$ cat config.mk
export PLATFORM = sky130hd
export DESIGN_NAME = pipe_stall_ctrl
export DESIGN_NICKNAME = d
export VERILOG_FILES = /design/src/rtl/pipe_stall_ctrl.sv
export SDC_FILE = /design/constraint.sdc
export NUM_CORES = 1
export LEC_CHECK = 0
export ABC_AREA = 1
export BUFFER_PORTS_ARGS = -buffer_cell sky130_fd_sc_hd__buf_2
export CORE_UTILIZATION = 43
export CTS_CLUSTER_SIZE = 12
export DETAILED_ROUTE_END_ITERATION = 12
export PLACE_DENSITY_LB_ADDON = 0.1
export SYNTH_ARGS = -nofsm -noshare
export SYNTH_HDL_FRONTEND = slang
export SYNTH_SLANG_ARGS = --single-unit
export TNS_END_PERCENT = 100
$ cat constraint.sdc
create_clock -name clk -period 1.55 [get_ports clk]
set_input_delay 0.155 -clock clk [delete_from_list [all_inputs] [get_ports clk]]
set_output_delay 0.155 -clock clk [all_outputs]
set_load 0.05 [all_outputs]
$ cat src/rtl/pipe_stall_ctrl.sv
// pipe_stall_ctrl: stall/bubble sequencer for the 5-stage IF/ID/EX/M/WB pipeline.
//
// Freezes PC and IF/ID and drops a NOOP bubble into ID/EX for one cycle on a
// load-use hazard between ID and EX. Also hands the register file and data
// memory to a host: it drains the pipeline, grants the host, then resumes fetch.
//
// Ports:
//   clk, rst                   clock, synchronous active-low reset
//   rs_ID, rt_ID               source registers of the ID instruction
//   use_rs_ID, use_rt_ID       ID instruction actually reads rs / rt
//   LW_EX, WRE_EX, rt_EX       EX instruction is a load / writes RF / destination
//   host_req, host_done        host access request (level), end-of-access pulse
//   pc_we, ifid_we             PC and IF/ID write enables
//   idex_bubble                force a NOOP into ID/EX
//   host_gnt                   host owns RF/DMEM (registered)
//   state                      RUN=0, DRAIN=1, HOST=2, RESUME=3
//   stall_cnt                  saturating count of load-use stall cycles
module pipe_stall_ctrl #(
    parameter int unsigned REG_ADDR_W   = 5,
    parameter int unsigned DRAIN_CYCLES = 3,
    parameter int unsigned CNT_W        = 16
) (
    input  logic                  clk,
    input  logic                  rst,
    input  logic [REG_ADDR_W-1:0] rs_ID,
    input  logic [REG_ADDR_W-1:0] rt_ID,
    input  logic                  use_rs_ID,
    input  logic                  use_rt_ID,
    input  logic                  LW_EX,
    input  logic                  WRE_EX,
    input  logic [REG_ADDR_W-1:0] rt_EX,
    input  logic                  host_req,
    input  logic                  host_done,
    output logic                  pc_we,
    output logic                  ifid_we,
    output logic                  idex_bubble,
    output logic                  host_gnt,
    output logic [1:0]            state,
    output logic [CNT_W-1:0]      stall_cnt
);

    localparam logic [1:0] StRun    = 2'd0;
    localparam logic [1:0] StDrain  = 2'd1;
    localparam logic [1:0] StHost   = 2'd2;
    localparam logic [1:0] StResume = 2'd3;

    localparam int unsigned DrainW = (DRAIN_CYCLES > 1) ? $clog2(DRAIN_CYCLES) : 1;
    localparam logic [DrainW-1:0] DrainLoad = DrainW'(DRAIN_CYCLES - 1);

    logic [1:0]        state_q, state_d;
    logic [DrainW-1:0] drain_q, drain_d;
    logic [CNT_W-1:0]  cnt_q, cnt_d;
    logic              gnt_q, gnt_d;
    logic              hz;

    // Register 0 is hard-wired, so a load targeting it never creates a hazard.
    assign hz = LW_EX & WRE_EX & (rt_EX != '0) &
                ((use_rs_ID & (rs_ID == rt_EX)) | (use_rt_ID & (rt_ID == rt_EX)));

    always_comb begin
        state_d     = state_q;
        drain_d     = drain_q;
        cnt_d       = cnt_q;
        pc_we       = 1'b0;
        ifid_we     = 1'b0;
        idex_bubble = 1'b1;

        case (state_q)
            StRun: begin
                // Host wins over a same-cycle hazard; the held ID instruction
                // is reissued after RESUME.
                if (host_req) begin
                    state_d = StDrain;
                    drain_d = DrainLoad;
                end else if (hz) begin
                    if (cnt_q != '1) begin
                        cnt_d = cnt_q + 1'b1;
                    end
                end else begin
                    pc_we       = 1'b1;
                    ifid_we     = 1'b1;
                    idex_bubble = 1'b0;
                end
            end
            StDrain: begin
                if (drain_q == '0) begin
                    state_d = StHost;
                end else begin
                    drain_d = drain_q - 1'b1;
                end
            end
            StHost: begin
                if (host_done) begin
                    state_d = StResume;
                end
            end
            default: begin
                state_d = StRun;
            end
        endcase

        gnt_d = (state_d == StHost);

        if (!rst) begin
            pc_we       = 1'b0;
            ifid_we     = 1'b0;
            idex_bubble = 1'b1;
        end
    end

    always_ff @(posedge clk) begin
        if (!rst) begin
            state_q <= StRun;
            drain_q <= '0;
            cnt_q   <= '0;
            gnt_q   <= 1'b0;
        end else begin
            state_q <= state_d;
            drain_q <= drain_d;
            cnt_q   <= cnt_d;
            gnt_q   <= gnt_d;
        end
    end

    assign host_gnt  = gnt_q;
    assign state     = state_q;
    assign stall_cnt = cnt_q;

endmodule
==> metrics.cfg <==
[clock_tree]
cts.clk_slew.worst_paths_ns=0.11
htree_levels=1
root_buffer=clkbuf_4
numCtsBuffers=3
ctsHoldBuffers=0
cts_buffer_depth=2
cts_tree=built
clock_latency_ns=0.32
cts_sinks=21

[setup_path]
critPathArrivalTime_ns=1.69
crit_required_ns=1.76
cp_max_fo=10
cp-end-kind=register
start_kind=register
crit_chain=ha_4, nand3_2, inv_2, nand3_4, nor2_4, nor2_4, inv_6, nor2_8, buf_12, nand2_4, nor2_1, nor2_1
path_class=reg -> reg
cp_num_buf_inv=3
path_delay_family=simple AND/OR/NAND/NOR gates
max_stage_delay_ns=0.37
slowest_stage=dfxtp_4

[route]
dr.first_iter.drc_count=69
drc=0
via_count=1441
wl_mm=3.09
vias_per_cell=4.35
wl_per_cell_um=9.33
first_pass_iters=4
final_antenna_net_count=0

[min_path]
hp-class=in -> reg

[status]
status=completed

[die]
initial_utilization=0.463
fp.dieW_um=60.0
die_h_um=60.0
rows=20
core_area_sq_um=3130
ios=45
dieArea_sq_um=3600

[timing]
rsz0062_at_grt=true
finalSetupViolations=0
whs_ns=0.127
max_freq_ghz=0.674
skew_ns=0.0197
drv_slew=0
worstMarginPinSlew_ns=0.334
hold_viol_final=0
fin_crit_sh=0.958
finalCriticalPeriod_ns=1.48
max_slew_margin=0.775
layout_setup_ws_ns=0.0654
tns_ns=0

[pwr]
seqPwrFrac=0.412
p_clk_frac=0.178
p_leak_uw=0.000999
p_per_area_nw_per_um2=792
power_frac_comb=0.410
switching_share=0.414
p_switching_uw=632
ir_drop_mv=0.824
intPower_uw=893

[logic_synthesis]
netlist_instances=234
syn_area_per_cell_sq_um=6.19
netlist_top_cells_area=dfxtp_1 29%, nand2_1 17%, nor2_1 10%
syn_nets=259
synth_mux_area_frac=0
synthXorXnorAreaFrac=0
synth_warnings=0
synth-seq-area-share=0.290
syn_area_sq_um=1450
yosysUniqueCellTypes=26
synth_top_family_by_area=simple AND/OR/NAND/NOR gates
yosys.area.top_type=dfxtp_1
synthAdderAreaFrac=0.0173
synthSimpleGateAreaFrac=0.491
synth_seq_cells=21
synth_compound_area_frac=0.0570
synth_top_area_frac=0.290

[global_route]
antenna_found_initial=0
grt_pass1_wl_mm=4.93
grt_usage=0.184
grt_pass1_vias=1212
grt_max_degree=16
overflow=0

[final_layout]
nFillCells=323
syn_to_final_growth_pct=32.9
final_util=0.615
finalNonFillerCells=331
nets=313
antenna_cells=0
drive_above_1_share=0.404

[run]
maxCapViolCount=0

[placement]
dpl.hpwl_mm=2.45
dpl.cell_count=325
place_congestion=0.807
portBuffers=44
pre_cts_ws_ns=0.0249

[final timing paths]
kind                                   from                         to  slack, ns  depth (start not counted)
setup / recovery  stall_cnt[1]$_SDFFE_PN0P_  stall_cnt[5]$_SDFFE_PN0P_       0.07                         12
hold reg to reg     drain_q[1]$_SDFFE_PN0P_    drain_q[1]$_SDFFE_PN0P_       0.47                          2
setup reg to reg  stall_cnt[1]$_SDFFE_PN0P_  stall_cnt[5]$_SDFFE_PN0P_       0.07                         12
hold / removal                    host_done        host_gnt$_SDFF_PN0_       0.13                          4
[worst reg2reg max path: stages (launching register included)]
cell and delay, ns:
dfxtp_4 0.37, ha_4 0.17, nand3_2 0.08, inv_2 0.06, nand3_4 0.07, nor2_4 0.04, nor2_4 0.15, inv_6 0.05
nor2_8 0.11, buf_12 0.14, nand2_4 0.05, nor2_1 0.08, nor2_1 0.05
[cell type report]
cell class / instances / area [sq um] / area share
clock buffers: 3 / 22.5 / 0.0117
well taps: 44 / 55.1 / 0.0286
clock inverters: 1 / 5.00 / 0.00260
multi-input cells: 166 / 881 / 0.458
repair buffers: 54 / 333 / 0.173
inverters: 42 / 166 / 0.0865
flip-flops and latches: 21 / 462 / 0.240
[synthesized netlist by cell type (all sizes together)]
| cell type | instances |
|---|---|
| dfxtp | 21 |
| inv | 42 |
| o21ai | 2 |
| nand3 | 16 |
| nand4 | 6 |
| nor3 | 3 |
| a21oi | 13 |
| nand2 | 71 |
| buf | 5 |
| nor2 | 51 |
| ha | 2 |
| nor3b | 1 |
| a211oi | 1 |
[routing by layer]
layer	track usage	wire length [um]
met3	0.0390	98
met2	0.305	1390
met1	0.229	1560
met4	0.0797	43
met5	0	0
[placed cells by master, fill, tap and decap left out, types with 5 or more instances in the layout]
cell / instances
buf_2: 42
nor2_1: 37
inv_1: 32
nand4_1: 5
nor2_2: 9
buf_4: 8
a21oi_1: 11
nand3_1: 7
dfxtp_4: 8
dfxtp_2: 9
inv_2: 8
nand3_2: 7
nand2_1: 67
[kinds of logic (layout without fill, tap and decap cells)]
group,Yosys count,after routing
fa+ha+maj,2,2
simple gates,148,148
buf+inv,47,100
compound gates,16,16
flops,21,21
[metrics by stage]
stage | total power, uW | area (sq um)
3_3_place_gp | 1240 | 1830
2_1_floorplan | 1110 | 1520
4_1_cts | 1510 | 1860
3_5_place_dp | 1240 | 1830
5_1_grt | 1650 | 1920
6_report | 1520 | 1920
[repair_timing]
| action | in CTS | in global routing |
|---|---|---|
| gates resized for setup | 0 | 15 |
| setup buffers | 0 | 2 |
| setup endpoints to repair | 0 | 18 |
[power groups by stage]
stage | clock [uW] | sequential (uW) | combinational (uW)
floorplan | 0 | 742 | 367
global placement | 0 | 642 | 593
detailed placement | 0 | 644 | 594
CTS | 286 | 631 | 596
global route | 319 | 635 | 692
finish | 272 | 628 | 625
[flip-flops by register name, indices dropped and copies added, names as in the netlist]
signal	count
state	2
drain_q	2
host_gnt	1
stall_cnt	16
No activity file was read; power rests on OpenSTA's default activity.
